===== src/rtl/debugger_uart_tx_arbiter_pkg.sv =====
// Shared encodings for the debugger UART transmit arbiter: FSM states, arbitration modes and byte order.
// Pure declarations; no logic and no latency.
package debugger_uart_tx_arbiter_pkg;

    typedef enum logic [1:0] {
        DEBUGGER_TXARB_IDLE = 2'd0,
        DEBUGGER_TXARB_SEND = 2'd1,
        DEBUGGER_TXARB_DONE = 2'd2
    } txarb_state_t;

    localparam int ARB_FIXED            = 0;
    localparam int ARB_ROUND_ROBIN      = 1;
    localparam int BYTE_ORDER_MSB_FIRST = 0;
    localparam int BYTE_ORDER_LSB_FIRST = 1;

endpackage


===== src/rtl/debugger_channel_arbiter.sv =====
// Combinational one-hot channel picker: lowest pending index, or first pending index after pointer.
// Zero latency; no backpressure, the caller decides when to act on the winner.
module debugger_channel_arbiter #(
    parameter int NUM_CHANNELS = 3,
    parameter int PTR_W        = 2
) (
    input  logic [NUM_CHANNELS-1:0] pending,
    input  logic [PTR_W-1:0]        pointer,
    input  logic                    mode,
    output logic [NUM_CHANNELS-1:0] winner,
    output logic                    any_pending
);

    assign any_pending = |pending;

    // Search order starts just after the pointer in round robin, at index 0 otherwise.
    always_comb begin
        int  idx;
        logic found;
        winner = '0;
        found  = 1'b0;
        idx    = 0;
        for (int off = 1; off <= NUM_CHANNELS; off++) begin
            idx = mode ? (int'(pointer) + off) % NUM_CHANNELS : off - 1;
            if (!found && pending[idx]) begin
                winner[idx] = 1'b1;
                found       = 1'b1;
            end
        end
    end

endmodule


===== src/rtl/debugger_uart_tx_arbiter.sv =====
// Buffers one word per producer, grants one channel at a time and serialises its word into UART bytes.
// First byte two cycles after the strobe; i_uart_full stalls the byte stream without losing or repeating a byte.
module debugger_uart_tx_arbiter
    import debugger_uart_tx_arbiter_pkg::*;
#(
    parameter int NUM_CHANNELS      = 3,
    parameter int UART_BUS_SIZE     = 8,
    parameter int DATA_OUT_BUS_SIZE = 32,
    parameter int ARBITRATION_MODE  = 0,
    parameter int BYTE_ORDER        = 0
) (
    input  logic                                      i_clk,
    input  logic                                      i_reset,
    input  logic [NUM_CHANNELS-1:0]                   i_start_wr,
    input  logic [NUM_CHANNELS*DATA_OUT_BUS_SIZE-1:0] i_wr_data,
    input  logic                                      i_uart_full,
    output logic                                      o_uart_wr,
    output logic [UART_BUS_SIZE-1:0]                  o_uart_data_wr,
    output logic [NUM_CHANNELS-1:0]                   o_wr_end,
    output logic [NUM_CHANNELS-1:0]                   o_grant,
    output logic                                      o_busy,
    output logic [NUM_CHANNELS-1:0]                   o_overflow
);

    localparam int   BYTES     = DATA_OUT_BUS_SIZE / UART_BUS_SIZE;
    localparam int   CNT_W     = (BYTES > 1) ? $clog2(BYTES) : 1;
    localparam int   PTR_W     = (NUM_CHANNELS > 1) ? $clog2(NUM_CHANNELS) : 1;
    localparam logic RR_MODE   = (ARBITRATION_MODE != ARB_FIXED);
    localparam logic LSB_FIRST = (BYTE_ORDER == BYTE_ORDER_LSB_FIRST);

    txarb_state_t state_q, state_d;

    logic [DATA_OUT_BUS_SIZE-1:0] buf_q [NUM_CHANNELS];
    logic [DATA_OUT_BUS_SIZE-1:0] shift_q, shift_next;
    logic [NUM_CHANNELS-1:0]      pending_q, pending_kept, capture, overflow_set;
    logic [NUM_CHANNELS-1:0]      grant_q, overflow_q, win_onehot;
    logic [CNT_W-1:0]             cnt_q;
    logic [PTR_W-1:0]             ptr_q, owner_q, win_idx;
    logic [UART_BUS_SIZE-1:0]     cur_byte;
    logic                         any_pending, select, write, last_byte;

    debugger_channel_arbiter #(
        .NUM_CHANNELS (NUM_CHANNELS),
        .PTR_W        (PTR_W)
    ) u_arb (
        .pending     (pending_q),
        .pointer     (ptr_q),
        .mode        (RR_MODE),
        .winner      (win_onehot),
        .any_pending (any_pending)
    );

    always_comb begin
        win_idx = '0;
        for (int i = 0; i < NUM_CHANNELS; i++) begin
            if (win_onehot[i]) win_idx = PTR_W'(i);
        end
    end

    assign last_byte = (cnt_q == CNT_W'(BYTES - 1));

    always_ff @(posedge i_clk) begin
        if (i_reset) state_q <= DEBUGGER_TXARB_IDLE;
        else         state_q <= state_d;
    end

    always_comb begin
        state_d = state_q;
        select  = 1'b0;
        write   = 1'b0;
        case (state_q)
            DEBUGGER_TXARB_IDLE: begin
                if (any_pending) begin
                    select  = 1'b1;
                    state_d = DEBUGGER_TXARB_SEND;
                end
            end
            DEBUGGER_TXARB_SEND: begin
                if (!i_uart_full) begin
                    write = 1'b1;
                    if (last_byte) state_d = DEBUGGER_TXARB_DONE;
                end
            end
            DEBUGGER_TXARB_DONE: state_d = DEBUGGER_TXARB_IDLE;
            default:             state_d = DEBUGGER_TXARB_IDLE;
        endcase
    end

    // The winner's flag is cleared before new strobes are looked at, so a same-cycle strobe re-arms it.
    always_comb begin
        pending_kept = select ? (pending_q & ~win_onehot) : pending_q;
        capture      = i_start_wr & ~pending_kept;
        overflow_set = i_start_wr & pending_kept;
    end

    always_comb begin
        if (LSB_FIRST) begin
            cur_byte   = shift_q[UART_BUS_SIZE-1:0];
            shift_next = shift_q >> UART_BUS_SIZE;
        end else begin
            cur_byte   = shift_q[DATA_OUT_BUS_SIZE-1 -: UART_BUS_SIZE];
            shift_next = shift_q << UART_BUS_SIZE;
        end
    end

    always_ff @(posedge i_clk) begin
        if (i_reset) begin
            pending_q  <= '0;
            overflow_q <= '0;
            grant_q    <= '0;
            shift_q    <= '0;
            cnt_q      <= '0;
            owner_q    <= '0;
            ptr_q      <= PTR_W'(NUM_CHANNELS - 1);
            for (int k = 0; k < NUM_CHANNELS; k++) buf_q[k] <= '0;
        end else begin
            pending_q  <= pending_kept | capture;
            overflow_q <= overflow_q | overflow_set;
            for (int k = 0; k < NUM_CHANNELS; k++) begin
                if (capture[k]) buf_q[k] <= i_wr_data[k*DATA_OUT_BUS_SIZE +: DATA_OUT_BUS_SIZE];
            end
            if (select) begin
                shift_q <= buf_q[win_idx];
                cnt_q   <= '0;
                grant_q <= win_onehot;
                owner_q <= win_idx;
            end else if (write) begin
                shift_q <= shift_next;
                cnt_q   <= cnt_q + 1'b1;
            end
            if (state_q == DEBUGGER_TXARB_DONE) begin
                grant_q <= '0;
                ptr_q   <= owner_q;
            end
        end
    end

    assign o_uart_wr      = write;
    assign o_uart_data_wr = (state_q == DEBUGGER_TXARB_SEND) ? cur_byte : '0;
    assign o_wr_end       = (state_q == DEBUGGER_TXARB_DONE) ? grant_q : '0;
    assign o_grant        = grant_q;
    assign o_busy         = (state_q != DEBUGGER_TXARB_IDLE);
    assign o_overflow     = overflow_q;

endmodule

===== config.mk =====
export PLATFORM = sky130hd
export DESIGN_NAME = debugger_uart_tx_arbiter
export DESIGN_NICKNAME = d
export VERILOG_FILES = /design/src/rtl/debugger_uart_tx_arbiter_pkg.sv /design/src/rtl/debugger_channel_arbiter.sv /design/src/rtl/debugger_uart_tx_arbiter.sv
export SDC_FILE = /design/constraint.sdc
export NUM_CORES = 1
export LEC_CHECK = 0
export ABC_CLOCK_PERIOD_IN_PS = 6800
export BUFFER_PORTS_ARGS = -buffer_cell sky130_fd_sc_hd__buf_4
export CORE_MARGIN = 2
export CORE_UTILIZATION = 55
export DETAILED_ROUTE_END_ITERATION = 8
export PLACE_DENSITY = 0.84
export SYNTH_ARGS = -nofsm -noshare
export SYNTH_HDL_FRONTEND = slang
export SYNTH_HIERARCHICAL = 1
export SYNTH_SLANG_ARGS = --single-unit

===== constraint.sdc =====
create_clock -name i_clk -period 6.8 [get_ports i_clk]
set_input_delay 0.68 -clock i_clk [delete_from_list [all_inputs] [get_ports i_clk]]
set_output_delay 0.68 -clock i_clk [all_outputs]
set_load 0.01 [all_outputs]

==> run_results.csv <==
group,metric,value,unit
status,outcome,"finished clean",
clock_tree,cts_buffers,17,
global_routing,grt_pass1_wl,30220,um
placement,gp_congestion,0.8652,
clock_tree,clkTransAtPathRegs,0.06,ns
power,p_per_area,253.1,nW/um^2
setup_path,worstPathMaxFanout,75,
setup_path,crit_path_end_kind,"flip-flop",
synthesis,synth_top_area_share,35.92,%
hold_path,hold_class,"reg -> reg",
timing,skew,0.01716,ns
placement,port_buffers,120,
timing,rsz0062_at_grt,"no",
detailed_routing,viasPerCell,6.035,
die,die-area,15570,um^2
clock_tree,htree_levels,4,
final_layout,nNetsFinal,940,
clock_tree,post-cts-setup-buffer-count,0,
setup_path,cp-start-kind,"flip-flop",
timing,period_needed,4.142,ns
job,cap_viol_max_count,0,
power,vdd_drop_max,0.1485,mV
power,clkPwrFrac,36.9,%
detailed_routing,vias,6186,
synthesis,synthTopCellsByCount,"128 x inv_1, 96 x a311oi_1, 96 x edfxtp_1, 49 x clkbuf_1, 49 x dfxtp_1",
synthesis,synth_ff_type,"edfxtp_1",
synthesis,synth.most_common_cell,"inv_1",
detailed_routing,routed_wl,18600,um
die,die_width,124.8,um
setup_path,critPathRequiredTime,6.90,ns
timing,worst_pin_slew,1.182,ns
power,swShare,26.55,%
global_routing,grt.overflow.total,0,
die,core_region_area,14370,um^2
timing,slew_headroom,20.93,%
detailed_routing,drt-pass1-iter-count,5,
global_routing,met3_usage,4.725,%
final_layout,drive_above_1_share,29.25,%
clock_tree,cts.sinks,145,
die,ios,121,
power,p_leak,3.816,nW
final_layout,areaGrowthSynthToFinish,17.74,%
detailed_routing,drt-initial-drc-count,471,
timing,setup-violations-final,0,
timing,whs,0.4558,ns
die,fp.dieH,124.8,um
synthesis,synth-seq-cells,145,
timing,maxSlewViolCount,0,
power,comb_power_share,18.2,%
synthesis,synth_area,8025,um^2
final_layout,num_antenna_cells,0,
placement,dpl-instance-area,8896,um^2
synthesis,synth.area.top_cells,"edfxtp_1 36%, dfxtp_1 12%, a311oi_1 10%",
setup_path,crit_arrival,4.24,ns
clock_tree,clockBufferDepth,2,
final_layout,stdcell_area,9449,um^2
setup_path,path_delay_family,"compound AO/OA/AOI/OAI gates",
power,p_sw,0.0006351,W
detailed_routing,drt.antenna.violating_nets,0,
final_layout,n_fill_cell,1085,
clock_tree,ctsResizeCount,0,
timing,fmax,241.4,MHz
timing,period_share,60.92,%
synthesis,synth_area_leader_cell,"edfxtp_1",
global_routing,met1_usage,31.79,%
placement,hpwl,11510,um
power,p_total,0.002392,W
synthesis,yosysUniqueCellTypes,53,
synthesis,synth_cells,756,
global_routing,busiest_layer,"met2",
die,initial_core_util,55.85,%
clock_tree,hold_buffers,0,
global_routing,grt.total_usage,24.11,%
clock_tree,clkLatencyLatePin,0.42,ns
detailed_routing,wl_per_cell,18.14,um
die,num_rows,44,
global_routing,grtUsageMet2,40.47,%
synthesis,synthArstFlopShare,0,%
global_routing,antenna_found_initial,0,
clock_tree,cts-root-buf,"clkbuf_16",
timing,hold_viol,0,
synthesis,synth.yosys.seq_area_share,48.14,%
clock_tree,tritoncts,"built",
detailed_routing,drc,0,
setup_path,cp_slowest_stage_delay,0.71,ns
setup_path,crit_slowest_cell,"buf_4",
timing,tns,0,ns
synthesis,avgSynthCellArea,10.62,um^2
global_routing,grt_pass1_vias,6081,
setup_path,crit_chain,"inv_1, ha_1, nand2_1, o2111ai_1, a211o_1, o21ai_4, buf_4, and4bb_1, o21ai_4, buf_4, a311oi_1",
synthesis,yosys_warnings,6,
power,p_int,0.001757,W
synthesis,synth_edf_count,96,
setup_path,critical_path_class,"reg -> reg",
setup_path,worst-path-buf-inv,3,
global_routing,grt_max_degree,102,
power,seqPwrFrac,44.9,%
cell usage in the layout, fill, tap and decap left out, drive strengths merged, types with 4 or more instances in the layout:
cell type    n
a21oi       41
buf        134
and2        12
a311oi      96
dfxtp       49
nand2b      40
mux2i        5
edfxtp      96
or3b        23
nor3b        4
a31oi        4
nor2        14
o211ai      33
o31ai        8
clkinv      10
a221oi      24
nor2b        5
inv        128
ha          10
mux2        32
nand2        7
clkbuf      19
o21ai       10
stage by stage:
step | utilization [%] | worst slack (ns) | cells
3_3_place_gp | 61.91 | 2.955 | 993
2_1_floorplan | - | 3.513 | 757
5_1_grt | 65.76 | 2.364 | 1025
4_1_cts | 65.76 | 2.701 | 1025
3_5_place_dp | 61.91 | 2.735 | 993
6_report | 65.76 | 2.658 | 1025
routing by layer:
layer  wire length, um  vias up
li1                  -     2945
met5                 0        -
met3              1162       23
met1              7849     2945
met4               241        0
met2              9342      273
power groups by stage:
stage / sequential, W / clock, W / combinational (W)
after global placement: 0.00109 / 0 / 0.000421
after CTS: 0.00107 / 0.000886 / 0.000434
after global routing: 0.00108 / 0.000924 / 0.000475
after floorplan: 0.00108 / 0 / 0.000313
after detailed placement: 0.00109 / 0 / 0.000429
final: 0.00107 / 0.000882 / 0.000435
kinds of logic after synthesis:
family	Yosys count	share of synthesized area, %
other	1	0.04673
and+or+nand+nor	124	10.38
adders and majority gates	10	1.559
buffers and inverters	210	10.98
AOI/OAI and AO/OA	228	23.67
DFF	145	48.14
xor gates and xnor gates	1	0.1092
muxes	37	5.114
worst register-to-register path: cells and delay by family, from the launching register on:
family | cells | cell delay (ns)
simple gates | 2 | 0.44
flops | 1 | 0.44
compound gates | 5 | 1.33
buf+inv | 3 | 1.12
fa+ha+maj | 1 | 0.51
state kept, by name, summed over array words and instances (netlist names):
register / count
buf_q: 96
shift_q: 32
o_grant: 3
o_overflow: 3
pending_q: 3
cnt_q: 2
owner_q: 2
ptr_q: 2
state_q: 2
final cells by class:
class                      instances  area [um^2]  share of cell area, %
sequential                       145         3864                  40.89
multi-input combinational        402         3316                  35.09
timing repair buffer             134         1006                  10.65
inverter                         128        480.5                  5.085
clock buffer                      19        432.9                  4.582
tap                              184        230.2                  2.436
clock inverter                    13        120.1                  1.271
final timing paths:
check                   start            to  slack, ns  depth (start not counted)
setup reg to reg     ptr_q[1]  buf_q[0][12]       2.66                         11
hold reg to reg   shift_q[26]   shift_q[26]       0.46                          2
hold / removal    shift_q[26]   shift_q[26]       0.46                          2
setup / recovery     ptr_q[1]  buf_q[0][12]       2.66                         11
Note: power is estimated with default switching activity, not from simulation.
